File: src/rtl/calculate_voltage_control.sv
// Sequencer for the node-voltage datapath: walks every nodeHeads entry through
// reset/choose/check/ops/load handshakes, with a per-phase stall watchdog.
module calculate_voltage_control #(
   parameter int TIMEOUT = 255,
   parameter int CW      = 8
) (
   input  logic       clk,
   input  logic       resetn,
   input  logic       start,
   input  logic       data_reset_done,
   input  logic       node_chosen,
   input  logic       all_done,
   input  logic       node_checked,
   input  logic       node_valid,
   input  logic       ops_done,
   input  logic       memory_loaded,
   output logic       go_reset_data,
   output logic       go_choose_node,
   output logic       go_check_node,
   output logic       go_do_ops,
   output logic       ld_memory,
   output logic       busy,
   output logic       done,
   output logic       error,
   output logic [5:0] visited_count,
   output logic [5:0] valid_count
);

   // state  | meaning
   // IDLE   | waiting for start after reset
   // RESET  | datapath clearing its state
   // CHOOSE | datapath latching next nodeHeads address
   // CHECK  | datapath sampling node validity
   // OPS    | datapath computing node voltage
   // LOAD   | datapath writing result to memory
   // DONE   | run finished, counters held
   // ERROR  | a phase stalled past TIMEOUT, counters held
   typedef enum logic [2:0] {
      S_IDLE, S_RESET, S_CHOOSE, S_CHECK, S_OPS, S_LOAD, S_DONE, S_ERROR
   } state_t;

   localparam logic [CW-1:0] WD_LIMIT = CW'(TIMEOUT - 1);
   localparam logic [5:0]    CNT_MAX  = 6'd32;

   state_t        state;
   logic [CW-1:0] wd_count;
   logic          last_node;
   logic          phase_active;
   logic          handshake;
   logic          timed_out;

   function automatic logic [5:0] sat_inc(input logic [5:0] c);
      return (c >= CNT_MAX) ? CNT_MAX : c + 6'd1;
   endfunction

   // CHOOSE can also leave on the defensive all_done path, so it counts as its handshake.
   always_comb begin
      handshake = 1'b0;
      case (state)
         S_RESET:  handshake = data_reset_done;
         S_CHOOSE: handshake = node_chosen | all_done;
         S_CHECK:  handshake = node_checked;
         S_OPS:    handshake = ops_done;
         S_LOAD:   handshake = memory_loaded;
         default:  handshake = 1'b0;
      endcase
   end

   assign phase_active = (state == S_RESET) || (state == S_CHOOSE) || (state == S_CHECK) ||
                         (state == S_OPS)   || (state == S_LOAD);
   assign timed_out    = (wd_count == WD_LIMIT);

   always_ff @(posedge clk or negedge resetn) begin
      if (!resetn) begin
         state         <= S_IDLE;
         wd_count      <= '0;
         last_node     <= 1'b0;
         visited_count <= '0;
         valid_count   <= '0;
      end else begin
         if (phase_active && !handshake) begin
            if (timed_out) begin
               state    <= S_ERROR;
               wd_count <= '0;
            end else begin
               wd_count <= wd_count + 1'b1;
            end
         end else begin
            wd_count <= '0;
         end

         case (state)
            S_IDLE, S_DONE, S_ERROR: begin
               if (start) begin
                  state         <= S_RESET;
                  last_node     <= 1'b0;
                  visited_count <= '0;
                  valid_count   <= '0;
               end
            end
            S_RESET: if (data_reset_done) state <= S_CHOOSE;
            S_CHOOSE: begin
               if (node_chosen) begin
                  state     <= S_CHECK;
                  last_node <= all_done;
               end else if (all_done) begin
                  state <= S_DONE;
               end
            end
            S_CHECK: begin
               if (node_checked) begin
                  visited_count <= sat_inc(visited_count);
                  if (node_valid)     state <= S_OPS;
                  else if (last_node) state <= S_DONE;
                  else                state <= S_CHOOSE;
               end
            end
            S_OPS: if (ops_done) state <= S_LOAD;
            S_LOAD: begin
               if (memory_loaded) begin
                  valid_count <= sat_inc(valid_count);
                  state       <= last_node ? S_DONE : S_CHOOSE;
               end
            end
            default: state <= S_IDLE;
         endcase
      end
   end

   assign go_reset_data  = (state == S_RESET);
   assign go_choose_node = (state == S_CHOOSE);
   assign go_check_node  = (state == S_CHECK);
   assign go_do_ops      = (state == S_OPS);
   assign ld_memory      = (state == S_LOAD);
   assign busy           = phase_active;
   assign done           = (state == S_DONE);
   assign error          = (state == S_ERROR);

endmodule
File: config.mk
export PLATFORM = sky130hd
export DESIGN_NAME = calculate_voltage_control
export DESIGN_NICKNAME = d
export VERILOG_FILES = /design/src/rtl/calculate_voltage_control.sv
export SDC_FILE = /design/constraint.sdc
export NUM_CORES = 1
export LEC_CHECK = 0
export CORE_ASPECT_RATIO = 1.25
export CORE_UTILIZATION = 47
export DETAILED_ROUTE_END_ITERATION = 8
export PLACE_DENSITY = 0.83
export REMOVE_ABC_BUFFERS = 1
export SYNTH_ARGS = -nofsm -noshare
export SYNTH_HDL_FRONTEND = slang
export SYNTH_SLANG_ARGS = --single-unit
export TNS_END_PERCENT = 50
File: constraint.sdc
create_clock -name clk -period 1.8 [get_ports clk]
set_input_delay 0.45 -clock clk [delete_from_list [all_inputs] [get_ports clk]]
set_output_delay 0.45 -clock clk [all_outputs]
set_load 0.02 [all_outputs]
==> qor.yml <==
drc: 0
hpwl_mm: 3.28
setup_viol: 15
cp-end-kind: "output pin"
ant_nets: 0
ctsHtreeMaxLevel: 1
vias_per_cell: 5.91
grt_pass1_wl_mm: 7.89
synth.largest_area_cell: "dfrtp_1"
path_clk_slew_ns: 0.09
num_antenna_cells: 0
dieArea_um2: 3800
leakage_nw: 1.31
drtPass1Iterations: 4
arrival_ns: 1.46
layout_commonest_cell: "buf_4"
clk_latency_ns: 0.28
clock_skew_ns: 0.00502
path_delay_family: "buffers and inverters"
cpPeakStageDelay_ns: 0.42
status: "finished, violations left"
area_delta_synth_final_pct: 55.4
routedWlPerCell_um: 16.7
overflow: 0
rsz0062_at_grt: "yes"
ios: 30
io_buffers: 29
cts_hold_buf: 0
grt_pass1_vias: 1807
synthCells: 202
synth-seq-cells: 24
final_util_pct: 78.6
cts_sinks: 24
synth-async-reset-ratio_pct: 100
yosysWarnings: 0
die_x_um: 55.4
rows: 23
fin_crit_ns: 1.91
synth_top_family_by_area: "simple AND/OR/NAND/NOR gates"
clockBufferDepth: 2
met1Wirelength_mm: 2.05
wl_met2_mm: 2.70
fill_cells: 208
violations: "setup timing"
synth-adder-area-share_pct: 5.24
crit_start: "state[0]"
finalPower_mw: 3.23
timing.final.ws_setup_ns: -0.108
drtIter0Drc: 116
top_layer: "met4"
fp.dieH_um: 68.7
p_per_area_nw_per_um2: 1240
crit_buf_inv: 3
placed_cells: 303
layout_common_cells: "48 x buf_4, 23 x dfrtp_1, 19 x nand2_1"
drt-total-wl_mm: 5.25
synth_top_cell_area_share_pct: 35.9
synth_mux_area_share_pct: 0.598
instances_no_fill: 315
crit_chain: "buf_4 -> buf_4 -> nor2b_2 -> and2_1 -> buf_2"
irDropWorstVdd_v: 0.000967
numCtsBuffers: 3
core-area_um2: 3310
met3_length_um: 288
vias: 1862
cpMaxStageDelayCell: "dfrtp_1"
drv_cap: 0
cp_max_fo: 3
cp_data_required_time_ns: 1.35
yosysUniqueCellTypes: 48
hold_viol_final: 0
synth_area_per_cell_um2: 8.28
cts_root_buf: "clkbuf_8"
drive_above_1_share_pct: 33.8
synth-simple-area-share_pct: 26.9
grtUsageTotal_pct: 26.8
netlist_area_um2: 1670
antenna_found_initial: 0
yosys-top-cells-area: "dfrtp_1 36%, ha_1 5.2%, nor2_1 5.2%"
start_util_pct: 50.5
tightest_slew_ns: 0.395
gp_congestion: 0.861
synth_ff_type: "dfrtp_1"
synth_compound_area_share_pct: 23.2
min_path_type: "flop to flop"
synth_edf_count: 0
yosysSeqAreaShare_pct: 35.9
min_from: "wd_count[0]"
grt_max_degree: 25
finalCritPeriodShare_pct: 106
cts_tree: "built"
slew_headroom_pct: 73.6
cp-start-kind: "flop"
r2r-start: "state[0]"
synth_xor_area_share_pct: 3.66
worst_path_most_repeated_cell: "buf_4"
nNetsFinal: 296
max_freq_mhz: 524
slew_viol_final: 0
critical_path_class: "flop to output pin"
## synthesized netlist by cell type, types with 3 or more instances
cell type	instances
nor3_1	3
nand3_1	11
buf_2	3
nor2_1	23
inv_1	9
nand2b_1	4
ha_1	7
nand2_1	21
xnor2_1	3
a21o_1	3
xor2_1	4
o21ai_0	17
nor2b_1	6
dfrtp_1	24
nand3b_1	5
o31ai_1	4
a21oi_1	7
and2_1	3
## report_power, final
group	total (mW)	switching, mW	internal (mW)
combinational	2.03	1.04	0.985
clock	0.494	0.196	0.298
sequential	0.707	0.0892	0.618
total	3.23	1.33	1.90
## logic make-up after synthesis
group,count (synthesis)
fa+ha+maj,7
xor+xnor,7
flops,24
mux,1
compound gates,57
buf+inv,17
simple gates,89
## routing by layer
layer / track usage [%] / up-vias
met1: 30.1 / 884
met3: 3.17 / 24
met5: 0 / -
met2: 48.8 / 80
li1: - / 874
met4: 17.5 / 0
## metrics by stage
step | hold WS [ns] | setup TNS, ns | cell area, µm² | worst slack [ns]
floorplan | 0.154 | -3.50 | 1630 | -0.292
global placement | 0.474 | -5.95 | 2300 | -0.352
detailed placement | 0.489 | -7.17 | 2300 | -0.394
CTS | 0.501 | -0.865 | 2460 | -0.180
global route | 0.518 | -1.85 | 2600 | -0.132
finish | 0.499 | -0.838 | 2600 | -0.108
## registers in the layout, indices dropped and copies added (netlist names)
name,flops
state,3
visited_count,6
wd_count,8
valid_count,6
last_node,1
## area by class of cell
class / instances / area [µm²] / area share, %
inverter: 9 / 36.3 / 1.40
timing repair buffer: 80 / 733 / 28.2
tap: 37 / 46.3 / 1.78
sequential: 24 / 602 / 23.1
clock inverter: 1 / 30.0 / 1.15
multi-input combinational: 161 / 1110 / 42.7
clock buffer: 3 / 41.3 / 1.59
## timing repair
item | CTS | global route
setup buffers | 5 | 3
endpoints found under the hold margin | 0 | 0
resized for setup | 47 | 50
pin swaps | 10 | 20
gates cloned | 1 | 0
setup endpoints to repair | 30 | 36
## worst paths after layout
| kind | to | slack, ns | depth (start not counted) |
|---|---|---|---|
| hold / removal | wd_count[0] | 0.50 | 1 |
| max in group asynchronous | state[2] | 1.01 | 2 |
| min in group asynchronous | valid_count[0] | 0.53 | 2 |
| setup / recovery | ld_memory | -0.11 | 5 |
| hold reg to reg | wd_count[0] | 0.50 | 1 |
| setup reg to reg | wd_count[6] | -0.07 | 7 |
Power figures use the tool's default switching activity.
